==> src/rtl/cpu_defs.sv <==
// Shared controller definitions: opcodes, ALU codes, FSM states and ctl bit positions.
// Latency: n/a. Backpressure: n/a.
package cpu_defs;

  localparam logic [5:0] OP_NOP  = 6'h00;
  localparam logic [5:0] OP_ALU  = 6'h01;
  localparam logic [5:0] OP_ALUI = 6'h02;
  localparam logic [5:0] OP_MOVI = 6'h03;
  localparam logic [5:0] OP_MOV  = 6'h04;
  localparam logic [5:0] OP_LD   = 6'h05;
  localparam logic [5:0] OP_ST   = 6'h06;
  localparam logic [5:0] OP_STB  = 6'h07;
  localparam logic [5:0] OP_JMP  = 6'h08;
  localparam logic [5:0] OP_BT   = 6'h09;
  localparam logic [5:0] OP_BF   = 6'h0A;
  localparam logic [5:0] OP_OUT  = 6'h0B;
  localparam logic [5:0] OP_SW   = 6'h0C;
  localparam logic [5:0] OP_HALT = 6'h3F;

  localparam logic [3:0] ALU_ADD = 4'd0;
  localparam logic [3:0] ALU_SUB = 4'd1;
  localparam logic [3:0] ALU_AND = 4'd2;
  localparam logic [3:0] ALU_OR  = 4'd3;
  localparam logic [3:0] ALU_XOR = 4'd4;

  typedef enum logic [2:0] {
    ST_FETCH, ST_FWAIT, ST_INCR, ST_EXEC, ST_LWAIT, ST_WB, ST_SWAIT, ST_HALT
  } state_e;

  // Bit positions inside ctl, MSB first.
  localparam int CTL_READ_IP     = 15;
  localparam int CTL_REG_WRITE   = 14;
  localparam int CTL_MEM_WRITE   = 13;
  localparam int CTL_MEM_ADDR_RG = 12;
  localparam int CTL_ALU_USE_IMM = 11;
  localparam int CTL_ALU_INCR_IP = 10;
  localparam int CTL_RW_MEM      = 9;
  localparam int CTL_B_DEST      = 8;
  localparam int CTL_RW_USE_B    = 7;
  localparam int CTL_RW_IMM      = 6;
  localparam int CTL_MEM_BYTE    = 5;
  localparam int CTL_A_SRC       = 4;
  localparam int CTL_RW_OUT      = 3;
  localparam int CTL_RW_IF_TRUE  = 2;
  localparam int CTL_RW_IF_FALSE = 1;
  localparam int CTL_READ_SWITCH = 0;

  localparam logic [4:0] REG_IP  = 5'd10;
  localparam logic [4:0] REG_OUT = 5'd12;

endpackage

==> src/rtl/control_decode.sv <==
// Maps (next state, opcode, func) onto the datapath ctl vector and ALU opcode.
// Latency: combinational. Backpressure: none; all waiting is owned by the FSM.
module control_decode
  import cpu_defs::*;
(
  input  state_e      state,
  input  logic [5:0]  opcode,
  input  logic [3:0]  func,
  output logic [15:0] ctl,
  output logic [3:0]  alu_ctl
);

  always_comb begin
    ctl     = '0;
    alu_ctl = ALU_ADD;
    case (state)
      ST_FETCH, ST_FWAIT: begin
        ctl[CTL_READ_IP]     = 1'b1;
        ctl[CTL_MEM_ADDR_RG] = 1'b1;
      end
      ST_INCR: begin
        ctl[CTL_READ_IP]     = 1'b1;
        ctl[CTL_ALU_INCR_IP] = 1'b1;
        ctl[CTL_REG_WRITE]   = 1'b1;
      end
      ST_EXEC: begin
        case (opcode)
          OP_ALU: begin
            ctl[CTL_REG_WRITE] = 1'b1;
            ctl[CTL_A_SRC]     = 1'b1;
            ctl[CTL_B_DEST]    = 1'b1;
            alu_ctl            = func;
          end
          OP_ALUI: begin
            ctl[CTL_REG_WRITE]   = 1'b1;
            ctl[CTL_ALU_USE_IMM] = 1'b1;
            alu_ctl              = func;
          end
          OP_MOVI: begin
            ctl[CTL_REG_WRITE] = 1'b1;
            ctl[CTL_RW_IMM]    = 1'b1;
          end
          OP_MOV: begin
            ctl[CTL_REG_WRITE] = 1'b1;
            ctl[CTL_RW_USE_B]  = 1'b1;
          end
          OP_LD: begin
            ctl[CTL_MEM_ADDR_RG] = 1'b1;
            ctl[CTL_A_SRC]       = 1'b1;
          end
          OP_ST, OP_STB: begin
            ctl[CTL_MEM_WRITE]   = 1'b1;
            ctl[CTL_B_DEST]      = 1'b1;
            ctl[CTL_ALU_USE_IMM] = 1'b1;
            ctl[CTL_A_SRC]       = 1'b1;
            ctl[CTL_MEM_BYTE]    = (opcode == OP_STB);
          end
          OP_JMP: begin
            ctl[CTL_READ_IP]   = 1'b1;
            ctl[CTL_REG_WRITE] = 1'b1;
            ctl[CTL_RW_IMM]    = 1'b1;
          end
          OP_BT, OP_BF: begin
            ctl[CTL_READ_IP]     = 1'b1;
            ctl[CTL_RW_IMM]      = 1'b1;
            ctl[CTL_RW_IF_TRUE]  = (opcode == OP_BT);
            ctl[CTL_RW_IF_FALSE] = (opcode == OP_BF);
          end
          OP_OUT: begin
            ctl[CTL_REG_WRITE] = 1'b1;
            ctl[CTL_RW_OUT]    = 1'b1;
            ctl[CTL_RW_USE_B]  = 1'b1;
          end
          OP_SW: begin
            ctl[CTL_REG_WRITE]   = 1'b1;
            ctl[CTL_READ_SWITCH] = 1'b1;
          end
          default: ;
        endcase
      end
      ST_LWAIT: begin
        ctl[CTL_MEM_ADDR_RG] = 1'b1;
        ctl[CTL_A_SRC]       = 1'b1;
      end
      ST_WB: begin
        ctl[CTL_REG_WRITE] = 1'b1;
        ctl[CTL_RW_MEM]    = 1'b1;
      end
      // Only stores reach SWAIT, so the store flags are simply held here.
      ST_SWAIT: begin
        ctl[CTL_MEM_WRITE]   = 1'b1;
        ctl[CTL_B_DEST]      = 1'b1;
        ctl[CTL_ALU_USE_IMM] = 1'b1;
        ctl[CTL_A_SRC]       = 1'b1;
        ctl[CTL_MEM_BYTE]    = (opcode == OP_STB);
      end
      default: ;
    endcase
  end

endmodule

==> src/rtl/control_fsm.sv <==
// Multi-cycle instruction controller: fetch, IP increment, decode, per-opcode datapath sequencing.
// Latency: 4+ cycles per instruction; every output registered, ctl aligned with state entry.
// Backpressure: stalls indefinitely on mem_ready (fetch/load) and mem_write_done (store).
module control_fsm
  import cpu_defs::*;
#(
  parameter bit IMM_SIGNED = 1'b1
) (
  input  logic        clock,
  input  logic        reset,
  input  logic [31:0] instr,
  input  logic        mem_ready,
  input  logic        mem_write_done,
  input  logic [31:0] reg_first,
  input  logic [31:0] reg_second,
  output logic [15:0] ctl,
  output logic [4:0]  SourceReg,
  output logic [4:0]  DestReg,
  output logic [3:0]  AluControl,
  output logic [31:0] Immediate,
  output logic        halted
);

  state_e      state_q, state_d;
  logic [5:0]  op_q, op_d;
  logic [3:0]  func_q, func_d;
  logic [4:0]  src_q, src_d;
  logic [4:0]  dest_q, dest_d;
  logic [31:0] imm_q, imm_d;
  logic [15:0] ctl_q, ctl_d;
  logic [3:0]  alu_q, alu_d;
  logic        halted_q, halted_d;

  // Register values are carried for debug/branch use only; sequencing ignores them.
  logic unused_regs;
  assign unused_regs = ^{reg_first, reg_second};

  always_comb begin
    state_d = state_q;
    op_d    = op_q;
    func_d  = func_q;
    src_d   = src_q;
    dest_d  = dest_q;
    imm_d   = imm_q;
    case (state_q)
      ST_FETCH: state_d = ST_FWAIT;
      ST_FWAIT: begin
        if (mem_ready) begin
          state_d = ST_INCR;
          op_d    = instr[31:26];
          dest_d  = instr[25:21];
          src_d   = instr[20:16];
          func_d  = instr[3:0];
          imm_d   = IMM_SIGNED ? {{16{instr[15]}}, instr[15:0]} : {16'h0000, instr[15:0]};
        end
      end
      ST_INCR: state_d = ST_EXEC;
      ST_EXEC: begin
        case (op_q)
          OP_LD:         state_d = ST_LWAIT;
          OP_ST, OP_STB: state_d = ST_SWAIT;
          OP_HALT:       state_d = ST_HALT;
          default:       state_d = ST_FETCH;
        endcase
      end
      ST_LWAIT: if (mem_ready) state_d = ST_WB;
      ST_WB:    state_d = ST_FETCH;
      ST_SWAIT: if (mem_write_done) state_d = ST_FETCH;
      default:  state_d = ST_HALT;
    endcase
    halted_d = halted_q | (state_d == ST_HALT);
  end

  // Decoding the next state lets the registered flags line up with the state they belong to.
  control_decode u_decode (
    .state   (state_d),
    .opcode  (op_q),
    .func    (func_q),
    .ctl     (ctl_d),
    .alu_ctl (alu_d)
  );

  always_ff @(posedge clock) begin
    if (reset) begin
      state_q  <= ST_FETCH;
      op_q     <= OP_NOP;
      func_q   <= 4'd0;
      src_q    <= 5'd0;
      dest_q   <= 5'd0;
      imm_q    <= 32'd0;
      ctl_q    <= 16'd0;
      alu_q    <= ALU_ADD;
      halted_q <= 1'b0;
    end else begin
      state_q  <= state_d;
      op_q     <= op_d;
      func_q   <= func_d;
      src_q    <= src_d;
      dest_q   <= dest_d;
      imm_q    <= imm_d;
      ctl_q    <= ctl_d;
      alu_q    <= alu_d;
      halted_q <= halted_d;
    end
  end

  assign ctl        = ctl_q;
  assign SourceReg  = src_q;
  assign DestReg    = dest_q;
  assign AluControl = alu_q;
  assign Immediate  = imm_q;
  assign halted     = halted_q;

endmodule
==> config.mk <==
export PLATFORM = sky130hd
export DESIGN_NAME = control_fsm
export DESIGN_NICKNAME = d
export VERILOG_FILES = /design/src/rtl/cpu_defs.sv /design/src/rtl/control_decode.sv /design/src/rtl/control_fsm.sv
export SDC_FILE = /design/constraint.sdc
export NUM_CORES = 1
export LEC_CHECK = 0
export ABC_AREA = 0
export CORE_MARGIN = 2
export CORE_UTILIZATION = 32
export CTS_CLUSTER_SIZE = 25
export DETAILED_ROUTE_END_ITERATION = 8
export GPL_TIMING_DRIVEN = 0
export PLACE_DENSITY = 0.85
export SETUP_SLACK_MARGIN = 0.02
export SLEW_MARGIN = 20
export SYNTH_ARGS = -nofsm -noshare
export SYNTH_HDL_FRONTEND = slang
export SYNTH_SLANG_ARGS = --single-unit
==> constraint.sdc <==
create_clock -name clock -period 1.77 [get_ports clock]
set_clock_uncertainty 0.15 [all_clocks]
set_input_delay 0.354 -clock clock [delete_from_list [all_inputs] [get_ports clock]]
set_output_delay 0.354 -clock clock [all_outputs]
set_load 0.02 [all_outputs]
==> impl_metrics.json, run 1 <==
{
  "end_kind": "flip-flop",
  "placed_cells": 477,
  "cts_root_buffer": "clkbuf_8",
  "synth_fp_nets": 380,
  "ys_ff_latch": 56,
  "slowest_delay_ns": 0.38,
  "slew_headroom_pct": 68.22,
  "period_needed_ns": 1.970,
  "critPathMostFrequentCell": "buf_6",
  "clk_pin_slew_ns": 0.09,
  "htreeDepth": 2,
  "grt_pass1_wl_um": 10910,
  "ys_seq_area_share_pct": 46.91,
  "ios": 163,
  "cts_sinks": 56,
  "violations": "negative setup slack",
  "cts_made_buffers": 5,
  "wl_met2_um": 3787,
  "cts_buffer_depth": 2,
  "drt-total-wl_um": 7038,
  "wl_met1_um": 2618,
  "hold_viol_final": 0,
  "syn_avg_cell_area_um2": 8.535,
  "rsz0062_at_grt": "true",
  "yosysTopAreaCell": "dfxtp_1",
  "final_core_utilization_pct": 55.53,
  "synth_cell_types": 43,
  "start_util_pct": 32.95,
  "maxCapViolations": 0,
  "setup_slack_ns": -0.2000,
  "max_slew.worst_pin.slew_ns": 0.4767,
  "die_y_um": 90.42,
  "drt_pass1_iterations": 4,
  "final_cell_mix": "78 x nand2_1, 49 x dfxtp_1, 39 x buf_4",
  "yosys-top-cells-area": "dfxtp_1 47%, nand2_1 12%, a21oi_1 8.2%",
  "wl_per_cell_um": 13.91,
  "clk_latency_ns": 0.31,
  "die_x_um": 90.42,
  "crit_type": "reg2reg",
  "synth_flop_cell": "dfxtp_1",
  "core_area_um2": 7253,
  "async_flop_share_pct": 0,
  "startpoint_type": "flip-flop",
  "synth.top_cell.area_share_pct": 46.91,
  "cts_tree": "done",
  "postRouteAntennaNets": 0,
  "vias_per_cell": 4.747,
  "syn_area_um2": 2390,
  "die_area_um2": 8176,
  "grt_pass1_vias": 2339,
  "crit_chain": "buf_6 > nor3_4 > buf_4 > a31oi_2 > a221o_1 > buf_6 > nand2b_4 > a211oi_2",
  "diodes": 0,
  "overflow": 0,
  "crit_arrival_ns": 2.05,
  "dr.max_layer_used": "met4",
  "drive_gt1_share_pct": 26.29,
  "critPathMaxFanout": 9,
  "final_common_cell": "nand2_1",
  "grt_start_max_net_pins": 17,
  "wl_met3_um": 521,
  "final_cells": 506,
  "grt.total_usage_pct": 16.29,
  "synthToLayoutAreaGrowth_pct": 68.53,
  "fp-row-count": 31,
  "power_mw": 2.809,
  "vias": 2402,
  "p_leak_nw": 1.957,
  "fmax_mhz": 507.6,
  "status": "complete, but fails checks",
  "synthCells": 280,
  "drv_slew": 0,
  "hpwl_um": 4640,
  "slowest_stage": "a221o_1",
  "cellPowerDensity_nw_per_um2": 697.5,
  "drtIter0Drc": 68,
  "io_buffers": 98,
  "required_ns": 1.85,
  "post-route-drc-count": 0,
  "synth_edf_count": 0,
  "fin_crit_sh_pct": 111.3,
  "gp_congestion": 0.8405,
  "final_nets": 506,
  "ir_drop_v": 0.0003425,
  "synth_warnings": 0,
  "hp-class": "reg2reg",
  "setup_viol": 20,
  "grt_antenna_before_repair": 0
}
## what timing repair did
| item | in CTS | in global routing |
|---|---|---|
| buffers inserted | 18 | 3 |
| pin swaps | 14 | 7 |
| cloned | 2 | 0 |
| setup endpoints to repair | 98 | 72 |
| hold buffers | 0 | 0 |
| resized for setup | 89 | 46 |
## worst max-delay path: cells and delay by family (launching register included)
kind                   cells  cell delay [ns]
and+or+nand+nor            2             0.31
AOI/OAI and AO/OA          3             0.65
buffers and inverters      3             0.45
DFF                        1             0.34
## per-stage QoR
stage	hold slack, ns	setup TNS (ns)	cell area (µm²)	setup slack, ns
CTS	0.3102	-1.907	3864	-0.1791
floorplan	0.2813	-0.5452	2412	-0.07989
global placement	0.2905	-28.61	3517	-0.5710
global route	0.3281	-3.277	4028	-0.2399
detailed placement	0.2991	-31.55	3517	-0.6225
finish	0.3058	-2.046	4028	-0.2000
## logic make-up after synthesis
family	after synthesis	synth area share, %
AOI/OAI and AO/OA	56	14.40
xor gates and xnor gates	1	0.3666
buffers and inverters	41	11.68
DFF	56	46.91
and+or+nand+nor	126	26.65
## flip-flops by register name, summed over array words and instances, names as in the netlist
signal	count
func_q	3
state_q	3
DestReg	5
AluControl	4
ctl	16
Immediate	13
halted	1
op_q	6
SourceReg	5
## final timing paths
| kind | start | endpoint | slack [ns] | depth (start not counted) |
|---|---|---|---|---|
| max | op_q[3] | ctl[5] | -0.20 | 8 |
| min | DestReg[1] | DestReg[1] | 0.31 | 2 |
| max reg2reg | op_q[3] | ctl[5] | -0.20 | 8 |
| min reg2reg | DestReg[1] | DestReg[1] | 0.31 | 2 |
## layer usage
| metal | GRT usage [%] | up-vias |
|---|---|---|
| li1 | - | 1182 |
| met1 | 17.20 | 1120 |
| met2 | 30.70 | 89 |
| met3 | 4.841 | 11 |
| met4 | 5.385 | 0 |
| met5 | 0 | - |
## synth_stat cells, types with 5 or more instances
master,number
dfxtp_1,56
a21oi_1,39
nand4_1,5
nor4_2,8
nand2_1,79
buf_4,17
clkbuf_1,12
nor2_1,12
## final cells by class
type	count	area (µm²)
buffer	35	276.5
clock buffer	6	72.57
clock inverter	2	35.03
fill	663	3226
inverter	4	17.52
multi-input combinational	183	1165
sequential	56	1140
tap	99	123.9
timing repair buffer	121	1197
## power breakdown
| group | leakage [nW] | internal (mW) | switching, mW |
|---|---|---|---|
| sequential | 0.459 | 1.30 | 0.0298 |
| clock | 0.0552 | 0.420 | 0.403 |
| combinational | 1.44 | 0.313 | 0.339 |
Note: power is estimated with default switching activity, not from simulation.
==> run 2: changes to the inputs <==
--- a/config.mk
+++ b/config.mk
@@ -17,3 +17,4 @@
 export SYNTH_ARGS = -nofsm -noshare
 export SYNTH_HDL_FRONTEND = slang
 export SYNTH_SLANG_ARGS = --single-unit
+export TNS_END_PERCENT = 1
==> run 2 against run 1 <==
Net effect:
- the flow still finishes with violations (negative setup slack)
- cell area is 6.1% lower
- die area stayed put
- hold slack better by 0.0014 ns
- non-clock buffer count is 10 lower
- clock-buffer cell count is 1 lower
- highest routed layer unchanged
==> impl_metrics.json, run 2 (synthesized netlist as in run 1, its figures left out) <==
{
  "largest_reg_flops": 16,
  "fin_crit_sh_pct": 111.6,
  "htreeDepth": 2,
  "crit_type": "in2reg",
  "hpwl_um": 4739,
  "gp_congestion": 0.8203,
  "cts_made_buffers": 5,
  "cts_tree": "done",
  "diodes": 0,
  "die_y_um": 90.42,
  "cts_buffer_depth": 2,
  "slowest_delay_ns": 0.50,
  "grt_start_max_net_pins": 19,
  "p_leak_nw": 1.736,
  "postRouteAntennaNets": 0,
  "drtIter0Drc": 69,
  "startpoint_type": "input port",
  "vias": 2317,
  "clkPwrFrac_pct": 27.2,
  "final_cell_mix": "78 x nand2_1, 48 x dfxtp_1, 44 x buf_4",
  "grt.total_usage_pct": 15.38,
  "crit_chain": "clkdlybuf4s50_1 > nor3b_1 > a311o_1 > or2_1 > buf_6 > a31o_1 > a41o_1",
  "drt_pass1_iterations": 4,
  "timing.rr.start": "state_q[1]",
  "p_int_mw": 1.858,
  "drv_slew": 0,
  "clk_latency_ns": 0.32,
  "p_seq_share_pct": 51.0,
  "rr_worst_depth": 6,
  "ir_drop_v": 0.0002939,
  "grt_antenna_before_repair": 0,
  "fp-row-count": 31,
  "p_comb_share_pct": 21.8,
  "core_area_um2": 7253,
  "grt_pass1_vias": 2210,
  "placement.cell_area_um2": 3496,
  "min_path_cells": 2,
  "slowest_stage": "clkdlybuf4s50_1",
  "setup_slack_ns": -0.2045,
  "grt_pass1_wl_um": 10310,
  "pre_cts_slack_ns": -0.6485,
  "rsz0062_at_grt": "true",
  "cts_root_buffer": "clkbuf_8",
  "end_kind": "flip-flop",
  "start_util_pct": 32.95,
  "ios": 163,
  "fmax_mhz": 506.5,
  "clk_pin_slew_ns": 0.10,
  "wl_per_cell_um": 13.44,
  "post-route-drc-count": 0,
  "final_nets": 496,
  "synthToLayoutAreaGrowth_pct": 58.22,
  "required_ns": 1.83,
  "die_area_um2": 8176,
  "status": "complete, but fails checks",
  "swShare_pct": 29.11,
  "whs_ns": 0.3072,
  "r2r-end": "ctl[14]",
  "cts_sinks": 56,
  "violations": "negative setup slack",
  "slew_headroom_pct": 72.89,
  "worst-r2r-setup-slack_ns": -0.19,
  "hold_viol_final": 0,
  "die_x_um": 90.42,
  "drt-total-wl_um": 6667,
  "worstSetupStartpoint": "mem_ready",
  "net-switching-power_uw": 762.9,
  "critPathMaxFanout": 5,
  "period_needed_ns": 1.975,
  "stdcell_area_um2": 3781,
  "hp-class": "reg2reg",
  "crit_arrival_ns": 2.04,
  "vias_per_cell": 4.671,
  "final_common_cell": "nand2_1",
  "max_slew.worst_pin.slew_ns": 0.4052,
  "drive_gt1_share_pct": 27.46,
  "setup_viol": 19,
  "cellPowerDensity_nw_per_um2": 693.1,
  "fill_cells": 683,
  "maxCapViolations": 0,
  "overflow": 0,
  "cp-endpoint": "ctl[14]",
  "io_buffers": 98
}
==> run 2: layout make-up <==
| type | count | area (µm²) | share of cell area (%) |
|---|---|---|---|
| Sequential cell | 56 | 1139 | 30.11 |
| Multi-Input combinational cell | 183 | 1086 | 28.72 |
| Tap cell | 99 | 123.9 | 3.276 |
| Clock inverter | 3 | 23.77 | 0.6287 |
| Timing Repair Buffer | 110 | 1015 | 26.84 |
| Inverter | 4 | 17.52 | 0.4633 |
| Clock buffer | 5 | 68.82 | 1.820 |
| Buffer | 36 | 307.8 | 8.140 |
==> run 2: routing by layer <==
layer  up-vias  GRT usage, %  part of all wire, %
li1       1155             -                    -
met1      1068         18.16                   41
met2        83         26.75                   51
met3        11         4.674                  6.9
met4         0         4.744                  1.7
met5         -             0                    0
==> run 2: how the worst min path moves through the flow <==
stage | end | startpoint | slack (ns)
after floorplan | ctl[9] | reset | 0.28
after global placement | Immediate[7] | Immediate[7] | 0.29
after detailed placement | DestReg[0] | DestReg[0] | 0.30
after CTS | SourceReg[4] | SourceReg[4] | 0.31
after global routing | Immediate[12] | Immediate[12] | 0.33
final | SourceReg[4] | SourceReg[4] | 0.31
==> run 2: timing repair <==
item,CTS,global route
cloned,0,0
buffers inserted,2,10
pin swaps,6,10
hold buffers,0,0
endpoints found under the hold margin,0,0
resized for setup,75,51
endpoints found under the setup margin,101,63
==> run 2: power by group through the flow <==
stage	logic, mW	clock network, mW	registers (mW)
5_1_grt	0.614	0.777	1.34
3_5_place_dp	0.536	0	1.37
3_3_place_gp	0.528	0	1.37
2_1_floorplan	0.253	0	1.41
6_report	0.570	0.712	1.34
4_1_cts	0.530	0.734	1.34
==> run 2: stage by stage <==
step                instances  power (mW)  TNS (ns)  utilization (%)
floorplan                 280       1.662   -0.7862                -
global placement          477       1.894    -28.73            48.20
detailed placement        477       1.906    -31.60            48.20
CTS                       487       2.604    -2.931            49.49
global route              496       2.735    -3.374            52.13
finish                    496       2.621    -2.185            52.13
==> run 2: worst max-delay path, delay by kind of cell <==
family / cells / cell delay, ns
buf+inv: 2 / 0.64
simple gates: 2 / 0.32
compound gates: 3 / 0.71
